==> config.mk <==
export PLATFORM = sky130hd
export DESIGN_NAME = fifo_rd_stream
export DESIGN_NICKNAME = d
export VERILOG_FILES = /design/src/rtl/fifo_rd_stream.sv
export SDC_FILE = /design/constraint.sdc
export NUM_CORES = 1
export LEC_CHECK = 0
export CAP_MARGIN = 5
export CORE_UTILIZATION = 50
export CTS_CLUSTER_DIAMETER = 30
export CTS_CLUSTER_SIZE = 16
export DETAILED_ROUTE_END_ITERATION = 7
export MAX_ROUTING_LAYER = met4
export PLACE_DENSITY = 0.81
export SKIP_LAST_GASP = 1
export SYNTH_ARGS = -nofsm -noshare
export SYNTH_HDL_FRONTEND = slang
export SYNTH_SLANG_ARGS = --single-unit
==> constraint.sdc <==
create_clock -name clk -period 3.5 [get_ports clk]
set_input_delay 0.7 -clock clk [delete_from_list [all_inputs] [get_ports clk]]
set_output_delay 0.7 -clock clk [all_outputs]
set_load 0.02 [all_outputs]
==> src/rtl/fifo_rd_stream.sv <==
// Pulls words from a FIFO read port (1-cycle read latency) into a 2-entry
// skid buffer that drives a valid/ready stream. An optional sequence checker watches captured words.
module fifo_rd_stream #(
    parameter int DW = 8
) (
    input  logic          clk,
    input  logic          rst,
    input  logic          fifo_empty,
    output logic          fifo_r_en,
    input  logic [DW-1:0] fifo_data_out,
    output logic          m_valid,
    input  logic          m_ready,
    output logic [DW-1:0] m_data,
    input  logic          chk_en,
    input  logic          chk_load,
    input  logic [DW-1:0] chk_start,
    output logic          chk_err,
    output logic [7:0]    err_count,
    output logic [15:0]   rd_count
);
    logic [DW-1:0] slot0, slot1;
    logic [1:0]    buf_cnt;
    logic          inflight;
    logic          rd_hold;
    logic          pop;
    logic          capture;
    logic [2:0]    occ;
    logic [DW-1:0] exp_val;

    assign pop     = m_valid && m_ready;
    assign capture = inflight;
    assign m_valid = (buf_cnt != 2'd0);
    assign m_data  = slot0;

    // Words already committed (buffered or in flight) after this cycle's pop must leave room.
    always_comb begin
        occ       = {1'b0, buf_cnt} + {2'b00, inflight} - {2'b00, pop};
        fifo_r_en = !rst && !rd_hold && !fifo_empty && (occ < 3'd2);
    end

    always_ff @(posedge clk) begin
        if (rst) begin
            slot0     <= '0;
            slot1     <= '0;
            buf_cnt   <= 2'd0;
            inflight  <= 1'b0;
            rd_hold   <= 1'b1;
            exp_val   <= '0;
            chk_err   <= 1'b0;
            err_count <= 8'd0;
            rd_count  <= 16'd0;
        end else begin
            rd_hold  <= 1'b0;
            inflight <= fifo_r_en;

            case ({capture, pop})
                2'b10: begin
                    if (buf_cnt == 2'd0) slot0 <= fifo_data_out;
                    else                 slot1 <= fifo_data_out;
                    buf_cnt <= buf_cnt + 2'd1;
                end
                2'b01: begin
                    slot0   <= slot1;
                    buf_cnt <= buf_cnt - 2'd1;
                end
                2'b11: begin
                    // Shift and append in one step so ordering holds at full rate.
                    if (buf_cnt == 2'd1) begin
                        slot0 <= fifo_data_out;
                    end else begin
                        slot0 <= slot1;
                        slot1 <= fifo_data_out;
                    end
                end
                default: ;
            endcase

            if (pop) rd_count <= rd_count + 16'd1;

            // A same-cycle load wins, but the capture is still judged against the old value.
            if (chk_load)     exp_val <= chk_start;
            else if (capture) exp_val <= fifo_data_out + DW'(1);

            if (capture && chk_en && (fifo_data_out != exp_val)) begin
                chk_err <= 1'b1;
                if (err_count != 8'hFF) err_count <= err_count + 8'd1;
            end
        end
    end
endmodule

==> Implementation_results.wiki <==
{| class="wikitable"
! Metric !! Value
|-
| Fraction of the yosys area taken by sequential cells || 41.01%
|-
| Worst Min Path Start || chk_err$_SDFFE_PP0P_
|-
| IO Pins || 57
|-
| Initial DRT Pass Iterations || 4
|-
| Highest fanout seen on the critical path || 2
|-
| Wire length of the first global-routing pass || 9045 um
|-
| Post-synthesis share of cell area spent on xor and xnor gates || 9.478%
|-
| Starting utilization of the core area || 53.37%
|-
| Req. time, crit path || 2.80 ns
|-
| Final Cycle Share || 98.07%
|-
| Clock Tree Buf Depth || 2
|-
| Clock-pin slew on the worst setup and hold paths || 0.09 ns
|-
| Top flip-flop cell by instance count after synthesis || sky130_fd_sc_hd__dfxtp_1
|-
| DP Wirelength || 3761 um
|-
| Post-layout total power || 0.001709 W
|-
| Internal reg-to-reg setup slack || 1.20 ns
|-
| TritonCTS clock tree || done
|-
| Count of flip-flops with a built-in enable after synthesis || 0
|-
| Slew @ Worst Pin || 0.5792 ns
|-
| Relative slew margins || 61.27%
|-
| Inserted Clock Buffers || 5
|-
| Max capacitance violation total || 0
|-
| I/O Buffers || 56
|-
| Worst flop-to-flop path startpoint || buf_cnt[1]$_SDFFE_PP0N_
|-
| Rows || 25
|-
| Mux share of post-synthesis cell area || 7.834%
|-
| Kind of end point of the critical path || output pin
|-
| Total global routing track utilization || 21.67%
|-
| Gate Count Post-Synth || 298
|-
| Root Driver || sky130_fd_sc_hd__clkbuf_8
|-
| Leakage power || 1.254 nW
|-
| DR WL/cell || 12.61 um
|-
| Share of cells above drive strength 1 || 9.695%
|-
| Setup Crit Path Kind || in -> out
|-
| Arrival time of data at the critical path endpoint || 2.73 ns
|-
| Die width || 73.94 um
|-
| Number of antenna violations at the first check in global routing || 0
|-
| Result of the run || complete, no violations
|-
| Pin count of the biggest net entering global routing || 56
|-
| Via/cell ratio || 5.245
|-
| PwrDens || 503.4 nW/um2
|-
| Total congestion overflow after global routing || 0
|-
| Latest clock arrival within the worst-skew pair || 0.29 ns
|-
| Routed via count || 2,245
|-
| Launching element of the worst setup path || m_ready
|-
| Setup skew after layout || 0.007021 ns
|-
| Routed Antenna Nets || 0
|-
| Mean instance size in the synthesized netlist || 8.683 um2
|-
| Antenna diode count || 0
|-
| Worst Hold Class || reg -> reg
|-
| CTS H-tree lvls || 2
|-
| DRC violations left || 0
|-
| Fillers || 398
|-
| Global placement routability congestion || 0.7878
|-
| Area taken by multi-input logic gates || 1468 um2
|-
| Overall routed net length || 5396 um
|-
| # placed instances || 418
|-
| Final Non-Filler Cells || 428
|-
| Worst vdd ir || 416.0 uV
|-
| Total number of clock tree sinks || 53
|-
| Core Area || 4848 um2
|-
| Via count of the first global-routing pass || 2,011
|-
| Async set-or-reset flop fraction in the synthesized netlist || 0%
|-
| Height of the chip || 73.94 um
|-
| Synthesis-to-layout area growth || 31.24%
|-
| Number of nets in the synthesized netlist || 327
|-
| Cell area after technology mapping || 2587 um2
|-
| Total number of yosys warnings || 0
|-
| Period minus WS final || 3.432 ns
|-
| Post-synth cell types || 42
|-
| Final setup violating endpoints || 0
|-
| Layout net count || 389
|-
| FF+latch area || 1061 um2
|-
| Die area || 5466 um2
|-
| Synth Area in Adders || 3.675%
|-
| Launching element type of the critical path || input port
|-
| Synthesized flop and latch total || 53
|-
| Compound-gate portion of the synthesized area || 11.75%
|-
| Hold Fails Final Rpt || 0
|-
| Number of DRC violations after detailed-routing iteration 0 || 116
|-
| Basic-gate share of the synthesized area counting and, or, nand and nor cells || 22.68%
|-
| Main combinational cell family by area after synthesis || simple AND/OR/NAND/NOR gates
|-
| Highest clock rate || 291.4 MHz
|-
| Number of pins with negative max-slew slack in the final report || 0
|}
area by class of cell:
type / count / share of cell area [%]
inverter: 9 / 0.9948
clock inverter: 1 / 0.1474
tap: 67 / 2.469
sequential: 53 / 31.25
multi-input combinational: 222 / 43.22
timing repair buffer: 69 / 19.09
clock buffer: 7 / 2.837
critical path: stages:
cell                              delay (ns)
sky130_fd_sc_hd__clkdlybuf4s50_1        0.48
sky130_fd_sc_hd__nor2b_4                0.15
sky130_fd_sc_hd__inv_2                  0.06
sky130_fd_sc_hd__ha_4                   0.24
sky130_fd_sc_hd__nand2b_4               0.14
sky130_fd_sc_hd__fa_1                   0.48
sky130_fd_sc_hd__nand2b_1               0.09
sky130_fd_sc_hd__nor4_2                 0.20
sky130_fd_sc_hd__buf_2                  0.20
report_power, final:
part	internal [W]	leakage, nW	switching [W]	total (W)
sequential	0.000672	0.431	0.0000438	0.000716
clock	0.000179	0.0542	0.000188	0.000367
combinational	0.000302	0.769	0.000324	0.000627
state kept, by name (all words and copies together) (netlist names):
name,cells
err_count,8
buf_cnt,2
chk_err,1
capture,1
rd_hold,1
m_data,8
rd_count,16
slot1,8
exp_val,8
cell usage after synthesis (all sizes together), types with 3 or more instances:
cell | n | area [um2]
inv | 9 | 33.78
dfxtp | 53 | 1061
nand2 | 25 | 96.35
nand4 | 5 | 50.05
nor2 | 50 | 187.7
nor4 | 4 | 25.02
clkbuf | 7 | 26.28
mux2i | 18 | 180.2
or3 | 5 | 31.28
and3 | 5 | 31.28
a21oi | 18 | 101.4
ha | 6 | 75.07
nor2b | 3 | 18.77
and2 | 3 | 20.02
nor3 | 5 | 25.02
nand3 | 7 | 35.03
a211oi | 13 | 97.59
xor2 | 11 | 96.34
xnor2 | 17 | 148.9
buf | 7 | 32.53
o21ai | 7 | 38.79
stage by stage:
stage               area, um2   TNS, ns  worst slack [ns]  hold WS (ns)  utilization [%]
global route             3396  -0.01611          -0.01611        0.4913            70.04
global placement         3251   -0.4781           -0.4781        0.4327            67.05
finish                   3396         0           0.06770        0.4476            70.04
detailed placement       3251   -0.5490           -0.5490        0.4372            67.05
floorplan                2587         0           0.05016        0.4596                -
CTS                      3382         0          0.003699        0.4509            69.75
final timing paths:
kind | end | cells after the start
setup / recovery | fifo_r_en | 9
hold / removal | chk_err$_SDFFE_PP0P_ | 2
setup reg to reg | capture$_SDFF_PP0_ | 11
hold reg to reg | chk_err$_SDFFE_PP0P_ | 2
repair_timing:
action / CTS / global route
pin swaps: 1 / 1
setup endpoints to repair: 1 / 1
buffers inserted: 1 / 1
resized for setup: 9 / 1
hold buffers: 0 / 0
metal layers:
| metal | track usage (%) | share of wire [%] | up-vias |
|---|---|---|---|
| li1 | - | - | 1149 |
| met1 | 27.92 | 46 | 1024 |
| met2 | 35.35 | 49 | 66 |
| met3 | 2.981 | 4.1 | 6 |
| met4 | 6.410 | 1.2 | 0 |
| met5 | - | 0 | - |
layout by cell type (no fill, tap or decap), types with 3 or more instances in the layout:
master,instances
sky130_fd_sc_hd__a211oi_1,13
sky130_fd_sc_hd__a21oi_1,17
sky130_fd_sc_hd__and3_1,5
sky130_fd_sc_hd__buf_4,13
sky130_fd_sc_hd__clkbuf_8,7
sky130_fd_sc_hd__clkdlybuf4s50_1,54
sky130_fd_sc_hd__dfxtp_1,53
sky130_fd_sc_hd__ha_1,5
sky130_fd_sc_hd__inv_1,8
sky130_fd_sc_hd__mux2i_1,18
sky130_fd_sc_hd__nand2_1,24
sky130_fd_sc_hd__nand3_1,7
sky130_fd_sc_hd__nand4_2,3
sky130_fd_sc_hd__nor2_1,50
sky130_fd_sc_hd__nor3_1,5
sky130_fd_sc_hd__nor4_1,3
sky130_fd_sc_hd__o21ai_0,6
sky130_fd_sc_hd__or3_1,5
sky130_fd_sc_hd__xnor2_1,17
sky130_fd_sc_hd__xor2_1,11
kinds of logic after synthesis:
| family | count (synthesis) |
|---|---|
| and+or+nand+nor | 121 |
| buffers and inverters | 23 |
| adders and majority gates | 7 |
| xor gates and xnor gates | 28 |
| DFF | 53 |
| AOI/OAI and AO/OA | 46 |
| muxes | 20 |
(Power assumes the default switching activity.)
==> edit 1: new RTL, same flow settings <==
Set the parameter `DW` to 10 (it was 8).
--- a/src/rtl/fifo_rd_stream.sv
+++ b/src/rtl/fifo_rd_stream.sv
@@ -1,7 +1,7 @@
 // Pulls words from a FIFO read port (1-cycle read latency) into a 2-entry
 // skid buffer that drives a valid/ready stream. An optional sequence checker watches captured words.
 module fifo_rd_stream #(
-    parameter int DW = 8
+    parameter int DW = 10
 ) (
     input  logic          clk,
     input  logic          rst,
Interface: changed (resized chk_start, fifo_data_out and m_data); port bits go from 57 to 63. No check against the original RTL was run, so the function may have changed too.
==> edit 1 against the original RTL <==
Design area grew 14%; critical endpoint unchanged; worst setup slack improved by 34 ps; fmax up 1.0%; sequential cell count up 6; combinational power rose by 8.9%; wire length grew 20%; sequential power is 12% higher; via count is 13% higher; highest routed layer unchanged; cell count rose by 9.8%; area after synthesis rose by 13%; total power up 25%.
==> edit 1: results (changes against the original RTL) <==
** Synth
- The post-synthesis net count is 365 (+12%).
- The average size of a mapped cell is 8.81 um^2 (+1.5%).
- Post-synthesis adder-cell area fraction :: 3.25% (-0.43 points)
- The fraction of synthesized cell area in xor and xnor cells came to 9.58% (+0.099 points).
- Post-synthesis sequential area ratio :: 40.4% (-0.65 points)
- Count of distinct cell types in the synthesized netlist :: 44 (+4.8%)
- After synthesis, the most frequently instantiated cells are sky130_fd_sc_hd__dfxtp_1, sky130_fd_sc_hd__nor2_1, sky130_fd_sc_hd__mux2i_1, sky130_fd_sc_hd__nand2_1, sky130_fd_sc_hd__xnor2_1.
- By area the synthesized netlist is led by sky130_fd_sc_hd__dfxtp_1, sky130_fd_sc_hd__mux2i_1, sky130_fd_sc_hd__nor2_1, sky130_fd_sc_hd__xnor2_1, sky130_fd_sc_hd__xor2_1.

** STA
- Final clock skew :: 7.90 ps (+0.880 ps)
- The slew at the pin closest to its max-slew limit was 725 ps (+145 ps).

** Placed design
- DP HPWL :: 4310 um (+15%)
- The area of placed instances came to 3610 um^2 (+11%).
- Last weighted congestion value of the routability-driven placer :: 0.840 (+6.6%)
- Cell count after placement :: 453 (+8.4%)

** Pwr
- The largest voltage drop on the vdd net came to 336 uV (-19%).

** Run status
- The run finished with clean final reports.

** Routing
- Number of vias per cell :: 5.42 (+3.3%)
- Initial DRC Count :: 94 (-19%)

** Final layout
- Relative area change from synthesis to final layout :: 31.8%
- Fraction of layout cells with a size suffix above 1 :: 10.8% (+1.1 points)
- Fill count :: 452 (+14%)

** Global routing
- Number of global-route vias before repair :: 2408 (+20%)
- Global-route usage over all layers :: 23.1% (+1.4 points)

** Clocking
- The number of H-tree branching levels came to 3 (+1).

** Setup path
- The peak per-stage delay on the critical path was 500 ps (+20 ps).
## edit 1: worst paths after layout
kind / slack (ps) / cells past startpoint / from / end
max: 100 / 9 / m_ready / fifo_r_en
min: 480 / 1 / chk_err$_SDFFE_PP0P_ / chk_err$_SDFFE_PP0P_
max reg2reg: 1310 / 9 / buf_cnt[1]$_SDFFE_PP0N_ / capture$_SDFF_PP0_
min reg2reg: 480 / 1 / chk_err$_SDFFE_PP0P_ / chk_err$_SDFFE_PP0P_
## edit 1: final cells by class
type | count | share of cell area, %
Clock buffer | 12 | 4.28
Clock inverter | 4 | 1.23
Inverter | 5 | 0.487
Multi-Input combinational cell | 243 | 42.6
Sequential cell | 59 | 30.6
Tap cell | 72 | 2.34
Timing Repair Buffer | 75 | 18.4
## edit 1: stage by stage
stage / power, uW / hold slack (ps)
after global routing: 2260 / 520
after floorplan: 1210 / 460
after global placement: 1440 / 467
after detailed placement: 1460 / 469
final: 2140 / 483
after CTS: 2130 / 485
## edit 1: worst max-delay path: cells and delay by family
| family | cells | cell delay, ps |
|---|---|---|
| buffers and inverters | 3 | 480 |
| adders and majority gates | 2 | 810 |
| and+or+nand+nor | 4 | 710 |
## edit 1: logic make-up (layout without fill, tap and decap cells)
| family | after synthesis | after routing |
|---|---|---|
| simple gates | 132 | 132 |
| flops | 59 | 59 |
| compound gates | 48 | 48 |
| xor+xnor | 32 | 32 |
| buf+inv | 30 | 96 |
| mux | 24 | 24 |
| fa+ha+maj | 7 | 7 |
## edit 1: per-layer routing
metal	share of wire [%]	global-route usage, %
met1	45	26.3
met2	49	38.3
met3	4.2	6.16
met4	1.4	9.07
met5	0	-
## edit 1: repair_timing
item / 4_1_cts / 5_1_grt
setup endpoints to repair: 1 / 1
setup buffers: 1 / 0
pin swaps: 1 / 1
gates resized for setup: 10 / 3
## edit 1: power breakdown
| group | switching (uW) | internal (uW) |
|---|---|---|
| Clock | 269 | 385 |
| Sequential | 45.3 | 753 |
| Combinational | 357 | 326 |
==> edit 2: new RTL, same flow settings <==
Made on the original files. Put one more register stage on the output `rd_count`, with the module's reset. The value now appears one clock later. The other outputs are not delayed to match.
--- a/src/rtl/fifo_rd_stream.sv
+++ b/src/rtl/fifo_rd_stream.sv
@@ -18,6 +18,8 @@
     output logic [7:0]    err_count,
     output logic [15:0]   rd_count
 );
+
+    logic [15:0] rd_count_s0;
     logic [DW-1:0] slot0, slot1;
     logic [1:0]    buf_cnt;
     logic          inflight;
@@ -48,7 +50,7 @@
             exp_val   <= '0;
             chk_err   <= 1'b0;
             err_count <= 8'd0;
-            rd_count  <= 16'd0;
+            rd_count_s0 <= 16'd0;
         end else begin
             rd_hold  <= 1'b0;
             inflight <= fifo_r_en;
@@ -75,7 +77,7 @@
                 default: ;
             endcase
 
-            if (pop) rd_count <= rd_count + 16'd1;
+            if (pop) rd_count_s0 <= rd_count_s0 + 16'd1;
 
             // A same-cycle load wins, but the capture is still judged against the old value.
             if (chk_load)     exp_val <= chk_start;
@@ -87,5 +89,13 @@
             end
         end
     end
+    always_ff @(posedge clk) begin
+        if (rst) begin
+            rd_count <= '0;
+        end else begin
+            rd_count <= rd_count_s0;
+        end
+    end
+
 endmodule
 
Check against the original RTL: not equivalent (a bounded check fails within 10 cycles, from zero or initial values and one cycle with rst high).
==> edit 2 against the original RTL <==
Total power up 22%; non-clock buffer count down 3; wire length up 9.9%; sequential cell count up 16; die area up 16%; worst setup slack better by 160 ps; design area up 14%; clock power up 58%; sequential power up 26%; area after synthesis up 16%; largest cell class unchanged; highest routed layer unchanged.
==> edit 2: results (changes against the original RTL) <==
** Run status
- The run finished with clean final reports.

** Final layout
- The post-layout instance count excluding filler cells came to 465 (+8.6%).
- Final design instance area without fill :: 3860 um^2 (+14%)
- Number of nets in the final layout :: 417 (+7.2%)
- Seq cells :: 69 (+30%)
- Number of buffers other than clock buffers in the final layout :: 66 (-4.3%)
- The number of filler cells placed in the layout is 439 (+10%).
- The data-path buffer share of cell area in the final layout was 16.3% (-2.8 points).
- The proportion of layout cells with a drive suffix above 1 was 10.2% (+0.48 points).

** Placed design
- The area of placed instances was 3640 um^2 (+12%).
- The total instance count after detailed placement came to 447 (+6.9%).
- Last weighted congestion value of the routability-driven placer :: 0.843 (+7.0%)

** Clocking
- Clock Latency Late Sink :: 340 ps (+50 ps)
- # H-tree levels :: 3 (+1)

** Synth
- Number of standard cells after synthesis :: 328 (+10%)
- The commonest cells after synthesis are sky130_fd_sc_hd__dfxtp_1, sky130_fd_sc_hd__nor2_1, sky130_fd_sc_hd__nand2_1, sky130_fd_sc_hd__mux2i_1, sky130_fd_sc_hd__nor2b_1.
- The post-synthesis net count is 357 (+9.2%).

** Pwr
- The static power due to leakage came to 0.00143 uW (+14%).
- The largest voltage drop on the vdd net was 368 uV (-12%).

** Setup path
- The worst-path maximum fanout is 4 (+2).
- On the critical path the largest part of the delay comes from adder cells.
- Library cell contributing the largest single delay on the critical path :: sky130_fd_sc_hd__fa_1

** STA
- The post-route clock skew came to 10.9 ps (+3.84 ps).

** Routing
- Post-DR wirelength/cell :: 12.8 um (+1.2%)
- The total number of vias is 2421 (+7.8%).
- The count of TritonRoute iterations in the first routing pass was 5 (+1).
==> edit 2: changes by cell type after synthesis, moves of 3 or more <==
cell,unedited run,this run
sky130_fd_sc_hd__nor2b_1,3,18
sky130_fd_sc_hd__nand2_1,24,19
sky130_fd_sc_hd__nand4_1,2,8
sky130_fd_sc_hd__dfxtp_1,53,69
sky130_fd_sc_hd__clkbuf_1,7,10
==> edit 2: cells by family (layout without fill, tap and decap cells) <==
kind of cell	count (synthesis)	after routing	share of synthesized area [%]
buf+inv	27	92	3.70
fa+ha+maj	7	7	3.16
xor+xnor	27	27	7.86
mux	21	21	7.12
simple gates	133	133	22.5
flops	69	69	45.9
compound gates	44	44	9.74
==> edit 2: path summary, 6_finish.rpt <==
| check | from | endpoint | slack (ps) | cells past startpoint |
|---|---|---|---|---|
| worst max-delay path | buf_cnt[1]$_SDFFE_PP0N_ | fifo_r_en | 230 | 10 |
| worst min-delay path | chk_err$_SDFFE_PP0P_ | chk_err$_SDFFE_PP0P_ | 450 | 2 |
| worst max register to register | buf_cnt[1]$_SDFFE_PP0N_ | rd_count_s0[13]$_SDFFE_PP0P_ | 1330 | 10 |
| worst min register to register | chk_err$_SDFFE_PP0P_ | chk_err$_SDFFE_PP0P_ | 450 | 2 |
==> edit 2: power by group through the flow <==
stage / clock network (uW) / logic (uW) / registers, uW
after floorplan: 0 / 301 / 967
after detailed placement: 0 / 568 / 920
after CTS: 592 / 592 / 904
final: 579 / 597 / 904
after global routing: 625 / 650 / 914
after global placement: 0 / 548 / 917
==> edit 2: routing by layer <==
layer,vias to the layer above,GRT usage [%],wire length [um]
met5,-,-,0
met1,1109,24.9,2790
met3,8,4.80,248
li1,1240,-,-
met2,64,33.9,2810
met4,0,9.64,81
